## config.mk

```make
export PLATFORM = sky130hd
export DESIGN_NAME = traffic_phase_ctrl
export DESIGN_NICKNAME = d
export VERILOG_FILES = /design/src/rtl/traffic_phase_ctrl.sv
export SDC_FILE = /design/constraint.sdc
export NUM_CORES = 1
export LEC_CHECK = 0
export ABC_AREA = 1
export CAP_MARGIN = 20
export CORE_ASPECT_RATIO = 1.1
export CORE_MARGIN = 8
export CORE_UTILIZATION = 58
export DETAILED_ROUTE_END_ITERATION = 12
export GPL_TIMING_DRIVEN = 0
export MAX_ROUTING_LAYER = met4
export PLACE_DENSITY = 0.87
export SETUP_SLACK_MARGIN = 0.15
export SLEW_MARGIN = 40
export SYNTH_ARGS = -nofsm -noshare
export SYNTH_HDL_FRONTEND = slang
export SYNTH_SLANG_ARGS = --single-unit
```

## constraint.sdc

```tcl
create_clock -name CLK -period 2.3 [get_ports CLK]
set_input_delay 0.46 -clock CLK [delete_from_list [all_inputs] [get_ports CLK]]
set_output_delay 0.46 -clock CLK [all_outputs]
set_load 0.01 [all_outputs]
```

## src/rtl/traffic_phase_ctrl.sv

```systemverilog
// traffic_phase_ctrl
//   Two-way intersection phase sequencer with pedestrian service.
//   Sequence NS_G -> NS_Y -> AR1 -> EW_G -> EW_Y -> AR2 -> NS_G. Each phase
//   lasts a whole number of ticks; a tick is one CLK cycle in TICK_DIV.
//   A latched pedestrian request is served by the next all-red phase, which
//   then runs for PED_TIME ticks with the walk lamp on.
//
// Ports
//   CLK            clock, all state on posedge
//   CLR            synchronous active-high reset, highest priority
//   en             run enable; 0 freezes prescaler, countdown, phase and walk
//   ped_req        pedestrian request, level-sampled every cycle
//   ped_ack        high in the cycle a request is latched or served directly
//   walk           pedestrian walk lamp (only in a served all-red phase)
//   ns_g/ns_y/ns_r north-south lamps, exactly one high
//   ew_g/ew_y/ew_r east-west lamps, exactly one high
//   giay1/giay0    BCD tens/ones of ticks remaining in the phase (never 00)
//   phase          current state code
module traffic_phase_ctrl #(
  parameter int TICK_DIV = 50000000,
  parameter int G_TIME   = 25,
  parameter int Y_TIME   = 3,
  parameter int AR_TIME  = 1,
  parameter int PED_TIME = 8
) (
  input  logic       CLK,
  input  logic       CLR,
  input  logic       en,
  input  logic       ped_req,
  output logic       ped_ack,
  output logic       walk,
  output logic       ns_g,
  output logic       ns_y,
  output logic       ns_r,
  output logic       ew_g,
  output logic       ew_y,
  output logic       ew_r,
  output logic [3:0] giay1,
  output logic [3:0] giay0,
  output logic [2:0] phase
);

  localparam int PW = (TICK_DIV > 1) ? $clog2(TICK_DIV) : 1;
  localparam logic [PW-1:0] PRESC_MAX = PW'(TICK_DIV - 1);

  localparam logic [2:0] ST_NS_G = 3'd0;
  localparam logic [2:0] ST_NS_Y = 3'd1;
  localparam logic [2:0] ST_AR1  = 3'd2;
  localparam logic [2:0] ST_EW_G = 3'd3;
  localparam logic [2:0] ST_EW_Y = 3'd4;
  localparam logic [2:0] ST_AR2  = 3'd5;

  // Durations as two BCD digits {tens, ones}; legal range is 1..99.
  function automatic logic [7:0] to_bcd(input int t);
    return {4'(t / 10), 4'(t % 10)};
  endfunction

  localparam logic [7:0] G_BCD   = to_bcd(G_TIME);
  localparam logic [7:0] Y_BCD   = to_bcd(Y_TIME);
  localparam logic [7:0] AR_BCD  = to_bcd(AR_TIME);
  localparam logic [7:0] PED_BCD = to_bcd(PED_TIME);

  // Countdown never reaches 00: the phase advances on the tick seen at 01.
  function automatic logic [7:0] bcd_dec(input logic [7:0] v);
    if (v[3:0] != 4'd0) return {v[7:4], v[3:0] - 4'd1};
    else                return {v[7:4] - 4'd1, 4'd9};
  endfunction

  function automatic logic [2:0] succ(input logic [2:0] s);
    case (s)
      ST_NS_G: return ST_NS_Y;
      ST_NS_Y: return ST_AR1;
      ST_AR1:  return ST_EW_G;
      ST_EW_G: return ST_EW_Y;
      ST_EW_Y: return ST_AR2;
      ST_AR2:  return ST_NS_G;
      default: return ST_AR1;
    endcase
  endfunction

  typedef struct packed {
    logic [2:0] st;
    logic [7:0] cnt;   // {giay1, giay0}
    logic       walk;
    logic       pend;
  } ctx_t;

  ctx_t          cur, nxt;
  logic [PW-1:0] presc_q;
  logic          tick;
  logic          req_new;

  assign tick    = en && (presc_q == PRESC_MAX);
  assign req_new = ped_req && !cur.pend;

  // Prescaler: free-running 0..TICK_DIV-1 while enabled.
  always_ff @(posedge CLK) begin
    if (CLR)               presc_q <= '0;
    else if (en) begin
      if (presc_q == PRESC_MAX) presc_q <= '0;
      else                      presc_q <= presc_q + 1'b1;
    end
  end

  // State register.
  always_ff @(posedge CLK) begin
    if (CLR) cur <= '{st: ST_NS_G, cnt: G_BCD, walk: 1'b0, pend: 1'b0};
    else     cur <= nxt;
  end

  // Next-state / countdown / pedestrian bookkeeping.
  always_comb begin
    nxt      = cur;
    // Request latching runs even while frozen by en=0.
    nxt.pend = cur.pend || ped_req;
    if (cur.st > ST_AR2) begin
      // Unreachable codes recover into a plain all-red phase.
      nxt.st   = ST_AR1;
      nxt.cnt  = AR_BCD;
      nxt.walk = 1'b0;
    end else if (tick) begin
      if (cur.cnt == 8'h01) begin
        nxt.st   = succ(cur.st);
        nxt.walk = 1'b0;
        case (succ(cur.st))
          ST_NS_G, ST_EW_G: nxt.cnt = G_BCD;
          ST_NS_Y, ST_EW_Y: nxt.cnt = Y_BCD;
          default: begin
            // All-red entry: a pending request, or one arriving in this
            // very cycle, is served here and consumed.
            if (cur.pend || ped_req) begin
              nxt.cnt  = PED_BCD;
              nxt.walk = 1'b1;
              nxt.pend = 1'b0;
            end else begin
              nxt.cnt  = AR_BCD;
            end
          end
        endcase
      end else begin
        nxt.cnt = bcd_dec(cur.cnt);
      end
    end
  end

  // Output decode.
  always_comb begin
    ns_g = 1'b0; ns_y = 1'b0; ns_r = 1'b0;
    ew_g = 1'b0; ew_y = 1'b0; ew_r = 1'b0;
    case (cur.st)
      ST_NS_G: begin ns_g = 1'b1; ew_r = 1'b1; end
      ST_NS_Y: begin ns_y = 1'b1; ew_r = 1'b1; end
      ST_EW_G: begin ew_g = 1'b1; ns_r = 1'b1; end
      ST_EW_Y: begin ew_y = 1'b1; ns_r = 1'b1; end
      default: begin ns_r = 1'b1; ew_r = 1'b1; end
    endcase
    ped_ack = !CLR && req_new;
    walk    = cur.walk;
    phase   = cur.st;
    giay1   = cur.cnt[7:4];
    giay0   = cur.cnt[3:0];
  end

endmodule

```

; Yosys cells after proc, flatten, opt, wreduce, memory -nomap -nowiden
; Cells that the tools add are included.
[word_totals]
ff_bits = 39
memories = 0
ramBits = 0
latch_bits = 0
wordCells = 68
output_inout_bits = 19
mem_bits_ro = 0
inputBits = 4
[classes]
order_cmp = 1
mul = 0
eq_ne = 12
div_mod_pow = 0
bitwise = 0
addsub = 3
shifts = 0
muxes = 22
reduce_logical = 21
[op_table]
columns = op, count
row1 = "26-bit by 1-bit adder with 26-bit output, second input constant", 1
row2 = "26-bit equality test, second input constant", 1
row3 = 26-bit 2-to-1 mux, 1
row4 = 8-bit 2-to-1 mux, 2
row5 = 3-bit case mux with 5 select lines, 1
row6 = 12-bit 2-to-1 mux, 1
row7 = 6-bit case mux with 2 select lines, 1
row8 = 11-bit 2-to-1 mux, 1
row9 = 2-bit OR reduction, 5
row10 = "3-bit by 2-bit equality test with 1-bit output, second input constant", 3
row11 = "3-bit equality test, second input constant", 3
row12 = 3-bit 2-to-1 mux, 3
row13 = "8-bit by 1-bit equality test with 1-bit output, second input constant", 1
row14 = 2-bit 2-to-1 mux, 4
row15 = 2-bit AND reduction, 4
row16 = "4-bit by 1-bit subtractor with 4-bit output, second input constant", 2
row17 = 1-bit 2-to-1 mux, 7
row18 = "3-bit by 1-bit equality test with 1-bit output, second input constant", 2
row19 = 3-bit zero test, 2
row20 = 4-bit 2-to-1 mux, 1
row21 = 2-bit nonzero test, 2
row22 = 4-bit nonzero test, 1
row23 = 4-bit OR reduction, 1
row24 = "3-bit > comparator, second input constant", 1
row25 = other kinds (5), 8

; Logic depth before layout (Yosys ltp)
[depth]
depth_word = 11
ltp_mapped = 11
mapped_depth_nobuf = 11

; Worst setup path before layout
; Ideal clock, no wire load.
[synth_path]
path_kind = reg2reg
startpoint = reg presc_q[0]
endpoint = reg presc_q[16]
setup_time_ns = 0.119
path_stages_with_launch = 9
synth_period_minus_slack_ns = 1.459
arrival_time_ns = 1.340
setup_slack_ns = 0.841
t_required_ns = 2.181
path_buffers = 0
cell_sequence = dfxtp_1 > ha_1 > nand3_1 > nor2_1 > nand2_1 > nor2_1 > nand2_1 > o21ai_0 > a21oi_1
[synth_between]
elab_chain_len = 2
elab_cells_between_ends = 3
classes_between = add/sub: 1 / eq/ne: 1 / mux: 1
[synth_rtl]
columns = item, line
row1 = start: declaration, 89  ; logic [PW-1:0] presc_q;
row2 = start signal: assignment, 101  ; else presc_q <= presc_q + 1'b1;
row3 = 26-bit by 1-bit adder with 26-bit output / 26-bit equality test (equally long branches), "101, 100"
row4 = 26-bit 2-to-1 mux *, 100  ; if (presc_q == PRESC_MAX) presc_q <= '0;
; Mark *: on every way between the ends. The rest lies on a longest branch, timed or not.
; A chain may end at the register's enable or synchronous reset.

; Worst setup path after layout
[layout_path]
startpoint = in ped_req
endpoint = out ped_ack
[layout_between]
elab_chain_len = 2
[layout_rtl]
columns = item, line
row1 = start: declaration, 29  ; input logic ped_req,
row2 = 1-bit logical AND, 94  ; assign req_new = ped_req && !cur.pend;
row3 = 1-bit logical AND, 157  ; ped_ack = !CLR && req_new;
row4 = end: declaration, 30  ; output logic ped_ack,
; Every way passes these cells.

==> flow_summary.ini <==
[critical_path]
critPathKind = in -> out
worstSetupEndpointType = primary output
crit_fanout = 2
rrSetupSlack_ns = 0.51
crit_path_start_kind = input pin
ff2ff_path_depth = 8
regToRegStartpoint = presc_q[0]
cp_data_required_time_ns = 1.84
arrival_ns = 1.62
worst_r2r_endpoint = presc_q[16]

[clock_network]
cts_tree = built
cts_buffers = 5
cts.htree.levels = 2
clk_latency_ns = 0.29
postCtsHoldBufs = 0
clk_pin_slew_ns = 0.07
cts_resized = 2
cts-root-buf = clkbuf_8
clock-sinks = 39
cts_max_path_buffers = 2
cts_setup_buffers = 0

[worst_hold_path]
hp-class = in -> reg
hp-start = CLR
hold-path-endpoint = phase[1]
hold_depth = 2

[placement]
numPortBuffers = 21
gp_congestion = 0.8886
post-place-ws_ns = 0.2014
post-dp-hpwl_mm = 4.038

[final_layout]
nets = 388
drive_gt1_share_pct = 11.78
area_growth_pct = 16.10
nFillCells = 331
diodes = 0

[route]
wirelength_mm = 5.397
vias_per_cell = 5.290
dr.pass1.iters = 4
wl_per_cell_um = 12.44
vias = 2296
route.detailed.drc = 0
drt_iter0_drc = 174
ant_nets = 0

[synth]
ys_seq_area_share_pct = 33.93
synth_xor_area_share_pct = 2.284
ys_warn_count = 0
syn_area_um2 = 2301
muxShareOfSynthArea_pct = 0
syn_nets = 360
ys_ff_latch = 39
yosys.area_share.simple_pct = 39.59
yosysUniqueCellTypes = 34
synth-adder-area-share_pct = 1.631
avgSynthCellArea_um2 = 6.518
synth_top_family_by_area = simple AND/OR/NAND/NOR gates
synth_compound_area_share_pct = 10.11
synth_cells = 353

[timing]
worst_slack_ns = 0.2231
hold_violations = 0
setup_viol = 0
tightest_slew_ns = 0.4846
slew_violations = 0
fin_skew_ns = 0.008385
fin_setup_tns_ns = 0
rsz0062_at_grt = false
timing.fmax_ghz = 0.4815
finalCritPeriodShare_pct = 90.30
maxSlewHeadroom_pct = 67.58
min_period_ns = 2.077

[grt]
grt_max_degree = 12
grt_usage_pct = 17.99
grt_pass1_wl_mm = 9.039
grt_pass1_vias = 2145
antenna_found_initial = 0
overflow = 0

[die]
pin_count = 23
die-height_um = 82.06
core_um2 = 3874
floorplan.rows = 24
initial_core_util_pct = 59.40
die_width_um = 76.06
die_area_um2 = 6241

[run]
maxCapViolations = 0

[outcome]
status = complete, no violations

[power_and_ir_drop]
p_per_area_nw_per_um2 = 439.2
p_leak_nw = 1.099
peakVddDrop_mv = 0.3057
==> worst max-delay path: stages <==
cell             delay, ns
clkdlybuf4s50_1       0.47
nand2_1               0.05
nor2_1                0.09
clkdlybuf4s50_1       0.54
==> flip-flops by register name (all words and copies together), names as in the netlist <==
signal,flops
cur,1
giay0,4
giay1,4
phase,3
presc_q,26
walk,1
==> synthesized netlist by cell type <==
cell type	count	area, um^2
a211oi_1	3	22.52
a21oi_1	17	85.08
a31oi_1	3	18.77
a41oi_1	1	8.760
and3_1	1	6.260
buf_2	1	5.000
buf_4	12	90.09
clkbuf_1	1	3.750
clkinv_1	1	3.750
dfxtp_1	39	780.8
ha_1	3	37.54
inv_1	45	168.9
inv_2	4	15.01
nand2_1	71	266.5
nand2_2	4	25.02
nand2_4	1	11.26
nand3_1	23	115.1
nand3_2	2	20.02
nand3b_1	2	15.01
nand4_1	4	25.02
nor2_1	64	240.2
nor2_2	1	6.260
nor2_4	5	56.30
nor3_1	15	75.07
nor3_4	1	16.27
nor3b_1	1	7.510
nor4_1	2	12.51
o211ai_1	1	7.510
o21a_1	2	15.01
o21ai_0	12	60.06
o21ai_1	3	15.01
or2_2	2	12.51
xnor2_1	1	8.760
xor2_1	5	43.79
==> logic make-up (layout without fill, tap and decap cells) <==
logic type / Yosys count / count (layout)
adders and majority gates: 3 / 3
AOI/OAI and AO/OA: 42 / 42
xor gates and xnor gates: 6 / 6
and+or+nand+nor: 199 / 199
DFF: 39 / 39
buffers and inverters: 64 / 93
==> routing by layer <==
| metal | routed length (um) | track usage, % |
|---|---|---|
| met1 | 2218 | 17.01 |
| met3 | 315 | 5.470 |
| met2 | 2754 | 34.19 |
| met4 | 109 | 6.538 |
| met5 | 0 | - |
==> stage by stage <==
step	cells	total power, W	hold WS [ns]	util (%)	area [um^2]
3_3_place_gp	426	0.0007423	0.4618	66.51	2576
4_1_cts	434	0.001182	0.4931	68.67	2660
5_1_grt	434	0.001216	0.4982	68.96	2671
2_1_floorplan	353	0.0007266	0.4516	-	2301
6_report	434	0.001173	0.4747	68.96	2671
3_5_place_dp	426	0.0007428	0.4782	66.51	2576
==> cell type report <==
class | count | area [um^2] | area share, %
inverter | 50 | 187.7 | 7.026
clock inverter | 1 | 5.005 | 0.1874
multi-input combinational | 250 | 1241 | 46.46
timing repair buffer | 21 | 212.7 | 7.963
tap | 52 | 65.06 | 2.436
sequential | 39 | 783.3 | 29.32
clock buffer | 7 | 76.32 | 2.857
buffer | 14 | 100.1 | 3.747
==> how the worst max path moves through the flow <==
stage               slack, ns           to  startpoint  cells after the start
CTS                      0.11         ns_y    phase[0]                      3
global placement         0.20      ped_ack         CLR                      5
detailed placement       0.20      ped_ack         CLR                      5
global route             0.16      ped_ack     ped_req                      4
floorplan                0.84  presc_q[16]  presc_q[0]                      8
finish                   0.22      ped_ack     ped_req                      4
==> cell usage in the layout (no fill, tap or decap), drive strengths merged <==
master	instances
nor3	16
a211oi	3
or2	2
o211ai	1
clkdlybuf4s50	20
o21a	2
nand3	25
clkbuf	8
o21ai	15
dlymetal6s2s	1
clkinv	2
xnor2	1
a31oi	3
nor2	70
xor2	5
nor4	2
nand2	76
a21oi	17
and3	1
nor3b	1
a41oi	1
dfxtp	39
nand4	4
inv	49
ha	3
buf	13
nand3b	2
==> report_power, final <==
group          internal [W]   total, W  switching (W)
clock network      0.000213   0.000446       0.000233
registers          0.000679   0.000683     0.00000401
logic             0.0000155  0.0000442      0.0000287
total              0.000907    0.00117       0.000266
(Power assumes the default switching activity.)
